==> src/rtl/sram_rw_port_ctrl.sv <==
// Valid/ready front end for one read-write port of a *_ext SRAM macro, with an in-order response FIFO.
// Optional feature: define SRAM_CTRL_WRITE_ACK_EN to return an in-order ack for every accepted write.
module sram_rw_port_ctrl #(
    parameter int ADDR_W     = 6,
    parameter int DATA_W     = 352,
    parameter int MASK_W     = 16,
    parameter int RESP_DEPTH = 3
) (
    input  logic              clock,
    input  logic              reset,
    input  logic              req_valid,
    output logic              req_ready,
    input  logic              req_write,
    input  logic [ADDR_W-1:0] req_addr,
    input  logic [DATA_W-1:0] req_wdata,
    input  logic [MASK_W-1:0] req_wmask,
    output logic              resp_valid,
    input  logic              resp_ready,
    output logic [DATA_W-1:0] resp_rdata,
    output logic              resp_is_write,
    output logic              RW0_en,
    output logic              RW0_wmode,
    output logic [ADDR_W-1:0] RW0_addr,
    output logic [MASK_W-1:0] RW0_wmask,
    output logic [DATA_W-1:0] RW0_wdata,
    input  logic [DATA_W-1:0] RW0_rdata
);
    localparam int CNT_W = $clog2(RESP_DEPTH + 1);
    localparam int PTR_W = $clog2(RESP_DEPTH);
    localparam logic [PTR_W-1:0] PTR_LAST = PTR_W'(RESP_DEPTH - 1);

    logic [CNT_W-1:0] count_q, count_d;
    logic [PTR_W-1:0] wptr_q, wptr_d, rptr_q, rptr_d;
    logic             inflight_q, inflight_d;
    logic [CNT_W:0]   credit_used;
    logic             fire, produce, enq, deq;
    logic [DATA_W-1:0] enq_rdata;
    logic [DATA_W-1:0] rdata_mem [RESP_DEPTH];

    // A read in flight already owns a FIFO slot, so it is counted against the credit.
    assign credit_used = {1'b0, count_q} + {{CNT_W{1'b0}}, inflight_q};
    assign req_ready   = !reset && (credit_used < (CNT_W+1)'(RESP_DEPTH));
    assign fire        = req_valid && req_ready;

    assign RW0_en    = fire;
    assign RW0_wmode = req_write;
    assign RW0_addr  = req_addr;
    assign RW0_wmask = req_wmask;
    assign RW0_wdata = req_wdata;

    assign enq        = inflight_q;
    assign resp_valid = (count_q != '0);
    assign deq        = resp_valid && resp_ready;
    assign resp_rdata = rdata_mem[rptr_q];

`ifdef SRAM_CTRL_WRITE_ACK_EN
    logic inflight_wr_q, inflight_wr_d;
    logic wr_mem [RESP_DEPTH];

    assign produce       = fire;
    assign inflight_wr_d = fire && req_write;
    assign enq_rdata     = inflight_wr_q ? '0 : RW0_rdata;
    assign resp_is_write = wr_mem[rptr_q];

    always_ff @(posedge clock) begin
        if (reset) begin
            inflight_wr_q <= 1'b0;
        end else begin
            inflight_wr_q <= inflight_wr_d;
        end
        if (enq) begin
            wr_mem[wptr_q] <= inflight_wr_q;
        end
    end
`else
    assign produce       = fire && !req_write;
    assign enq_rdata     = RW0_rdata;
    assign resp_is_write = 1'b0;
`endif

    always_comb begin
        inflight_d = produce;
        count_d    = count_q;
        wptr_d     = wptr_q;
        rptr_d     = rptr_q;
        if (enq) begin
            wptr_d = (wptr_q == PTR_LAST) ? '0 : wptr_q + PTR_W'(1);
        end
        if (deq) begin
            rptr_d = (rptr_q == PTR_LAST) ? '0 : rptr_q + PTR_W'(1);
        end
        case ({enq, deq})
            2'b10:   count_d = count_q + CNT_W'(1);
            2'b01:   count_d = count_q - CNT_W'(1);
            default: count_d = count_q;
        endcase
    end

    always_ff @(posedge clock) begin
        if (reset) begin
            count_q    <= '0;
            wptr_q     <= '0;
            rptr_q     <= '0;
            inflight_q <= 1'b0;
        end else begin
            count_q    <= count_d;
            wptr_q     <= wptr_d;
            rptr_q     <= rptr_d;
            inflight_q <= inflight_d;
        end
    end

    // Payload storage needs no reset; entries are only visible once count says so.
    always_ff @(posedge clock) begin
        if (enq) begin
            rdata_mem[wptr_q] <= enq_rdata;
        end
    end

endmodule
==> config.mk <==
export PLATFORM = sky130hd
export DESIGN_NAME = sram_rw_port_ctrl
export DESIGN_NICKNAME = d
export VERILOG_FILES = /design/src/rtl/sram_rw_port_ctrl.sv
export SDC_FILE = /design/constraint.sdc
export NUM_CORES = 1
export LEC_CHECK = 0
export BUFFER_PORTS_ARGS = -buffer_cell sky130_fd_sc_hd__buf_2
export CAP_MARGIN = 20
export CORE_AREA = 5 5 559 561
export CTS_CLUSTER_SIZE = 14
export DETAILED_ROUTE_END_ITERATION = 8
export DIE_AREA = 0 0 564 566
export GPL_TIMING_DRIVEN = 0
export PLACE_DENSITY = 0.3
export SLEW_MARGIN = 30
export SYNTH_ARGS = -nofsm -noshare
export SYNTH_HDL_FRONTEND = slang
export SYNTH_SLANG_ARGS = --single-unit
==> constraint.sdc <==
create_clock -name clock -period 57.4 [get_ports clock]
set_clock_uncertainty 0.1 [all_clocks]
set_input_delay 2.87 -clock clock [delete_from_list [all_inputs] [get_ports clock]]
set_output_delay 2.87 -clock clock [all_outputs]
set_load 0.05 [all_outputs]
==> impl_metrics.env <==
export IMPL_die_width_um=564
export IMPL_fmax_mhz=143
export IMPL_cts_root_buf="clkbuf_16"
export IMPL_cts_clk_slew_worst_paths_ns=0.07
export IMPL_synth_top_family_by_area="buffers and inverters"
export IMPL_ant_nets=0
export IMPL_grt_pass1_vias=28500
export IMPL_first_pass_iters=5
export IMPL_core_um2=307000
export IMPL_synth_area_leader_cell="edfxtp_1"
export IMPL_muxShareOfSynthArea=0.0836
export IMPL_synthDistinctLibCells=27
export IMPL_post_cts_setup_buffer_count=0
export IMPL_fin_crit_ns=6.98
export IMPL_area_growth_syn_to_layout_pct=40.6
export IMPL_htreeDepth=4
export IMPL_criticalPathCategory="primary input to output pin"
export IMPL_path_max_fanout=7
export IMPL_wl_mm=260
export IMPL_dr_total_vias=28700
export IMPL_cts_resized=0
export IMPL_cap_violations=0
export IMPL_pin_count=1462
export IMPL_clock_sinks=1065
export IMPL_clkLatencyLatePin_ns=0.78
export IMPL_grt_pass1_wl_mm=323
export IMPL_cp_data_arrival_time_ns=4.01
export IMPL_synth_top_area_frac=0.750
export IMPL_met3_usage=0.0843
export IMPL_cts_buffer_depth=4
export IMPL_rows=204
export IMPL_grt_overflow=0
export IMPL_setup_violations=0
export IMPL_synth_compound_area_frac=0.0428
export IMPL_synth_area_leaders="edfxtp_1 (75%), mux2i_1 (8.3%), buf_4 (6.9%)"
export IMPL_dieArea_um2=319000
export IMPL_nNetsFinal=4734
export IMPL_syn_cell_area_um2=42300
export IMPL_met2_usage=0.269
export IMPL_max_slew_margin=0.335
export IMPL_drc=0
export IMPL_via_per_inst=3.46
export IMPL_setup_tns_ns=0
export IMPL_yosys_area_share_adder=0.000888
export IMPL_slew_violations=0
export IMPL_synth_warnings=0
export IMPL_use_met1=0.165
export IMPL_hpwl_mm=221
export IMPL_antenna_found_initial=353
export IMPL_drive_gt1_frac=0.455
export IMPL_holdBufCountCts=0
export IMPL_ys_ff_latch=1065
export IMPL_hold_viol_final=0
export IMPL_syn_nets=3380
export IMPL_required_ns=54.43
export IMPL_worstSetupEndpointType="output pin"
export IMPL_cp_start_kind="primary input"
export IMPL_worstHoldPathType="flip-flop to flip-flop"
export IMPL_grt_max_degree=19
export IMPL_numCtsBuffers=145
export IMPL_finalCritPeriodShare=0.122
export IMPL_grtUsageTotal=0.156
export IMPL_tightest_slew_ns=0.991
export IMPL_irDropWorstVdd_mv=0.0192
export IMPL_seq_area_frac_synth=0.754
export IMPL_synthCells=2646
export IMPL_rsz0062_at_grt="false"
export IMPL_p_leak_nw=20.8
export IMPL_globalplace_congestion=0.926
export IMPL_avgSynthCellArea_um2=16.0
export IMPL_cts_tree="done"
export IMPL_initial_core_util=0.138
export IMPL_place_inst=7973
export IMPL_power_density_nw_per_um2=35.7
export IMPL_synth_xor_xnor_area_share=0.000414
export IMPL_first_iter_violations=1972
export IMPL_final_cells=8294
export IMPL_synth_simple_area_share=0.0332
export IMPL_busiest_layer="met2"
export IMPL_io_buffers=1086
export IMPL_wire_per_inst_um=31.4
export IMPL_status="finished clean"
export IMPL_die_height_um=566
==> flip-flops by register name (all words and copies together), names as in the netlist, named ones only <==
signal     cells
rptr_q         2
count_q        2
rdata_mem   1056
wptr_q         2
enq            1
==> synthesized netlist by cell type (all sizes together) <==
cell and number:
nor2b 2, nor3 1, dfxtp 9, nand2 356, ha 3, or2 1, xnor2 1, clkbuf 36
inv 2, a211oi 1, edfxtp 1056, xor2 1, or3 2, o21ba 1, mux2 1, and2 1
a21oi 3, o21ai 354, mux2i 352, buf 457, conb 1, or3b 1, nor2 4
==> cells by family after synthesis <==
kind of cell    Yosys count
compound gates          359
mux                     353
flops                  1065
buf+inv                 495
fa+ha+maj                 3
simple gates            368
xor+xnor                  2
other cells               1
==> where the power goes <==
part           internal, mW  leakage, nW  switching, mW
registers             0.868         9.63        0.00274
logic                0.0977         9.07          0.302
clock network         0.487         2.12          0.364
==> layout make-up <==
cell class              instances  area (um2)
plain buffers                 493        3590
repair buffers               1207        7420
multi-input cells            1086        6820
clock buffers                 180        3760
well taps                    4120        5150
diodes                         70         175
flip-flops and latches       1065       31900
clock inverters                71         629
fillers                     33500      248000
inverters                       2        7.51
==> final timing paths <==
| kind | endpoint | slack, ns | cells past startpoint | start |
|---|---|---|---|---|
| worst min register to register | flip-flop | 0.37 | 2 | rptr_q[0] |
| worst min-delay path | flip-flop | 0.37 | 2 | rptr_q[0] |
| worst max register to register | rdata_mem[0][280] | 53.13 | 18 | enq |
| worst max-delay path | RW0_en | 50.42 | 4 | reset |
==> critical path: stages <==
cell,delay [ns]
buf_2,0.16
a211oi_1,0.48
and2_1,0.23
buf_2,0.27
==> per-layer routing <==
metal | wire [um] | part of all wire
met5 | 1110 | 0.0043
met4 | 6830 | 0.026
met3 | 32500 | 0.12
met2 | 127000 | 0.49
met1 | 92900 | 0.36
==> cell usage in the layout (no fill, tap or decap), types with 2 or more instances in the layout <==
master | synthesis | final
clkbuf_1 | 36 | 67
inv_6 | 0 | 7
bufinv_16 | 0 | 4
ha_1 | 3 | 3
clkbuf_16 | 0 | 145
inv_1 | 2 | 2
buf_8 | 0 | 4
inv_16 | 0 | 2
mux2i_1 | 352 | 352
clkbuf_2 | 0 | 4
o21ai_1 | 280 | 280
o21ai_0 | 73 | 73
buf_16 | 0 | 49
clkinv_2 | 0 | 19
dfxtp_1 | 9 | 9
clkinv_16 | 0 | 4
buf_2 | 40 | 1126
clkinv_1 | 0 | 26
clkinv_8 | 0 | 3
buf_4 | 386 | 440
nand2_1 | 356 | 356
nor2b_1 | 2 | 2
clkinvlp_4 | 0 | 5
or3_1 | 2 | 2
buf_6 | 31 | 44
nor2_1 | 4 | 2
diode_2 | 0 | 70
edfxtp_1 | 1056 | 1056
nor2_4 | 0 | 2
a21oi_1 | 3 | 3
==> through the flow <==
stage / hold WS (ns) / total power [mW] / area (um2) / worst slack [ns] / util
finish: 0.372 / 2.12 / 59400 / 50.42 / 0.193
global route: 0.427 / 2.20 / 59300 / 50.32 / 0.193
CTS: 0.368 / 2.17 / 59300 / 50.35 / 0.193
detailed placement: 0.381 / 1.29 / 54900 / 50.36 / 0.179
global placement: 0.376 / 1.31 / 52900 / 2.36 / 0.172
floorplan: 0.347 / 1.15 / 42300 / 30.78 / -
Note: power is estimated with default switching activity, not from simulation.
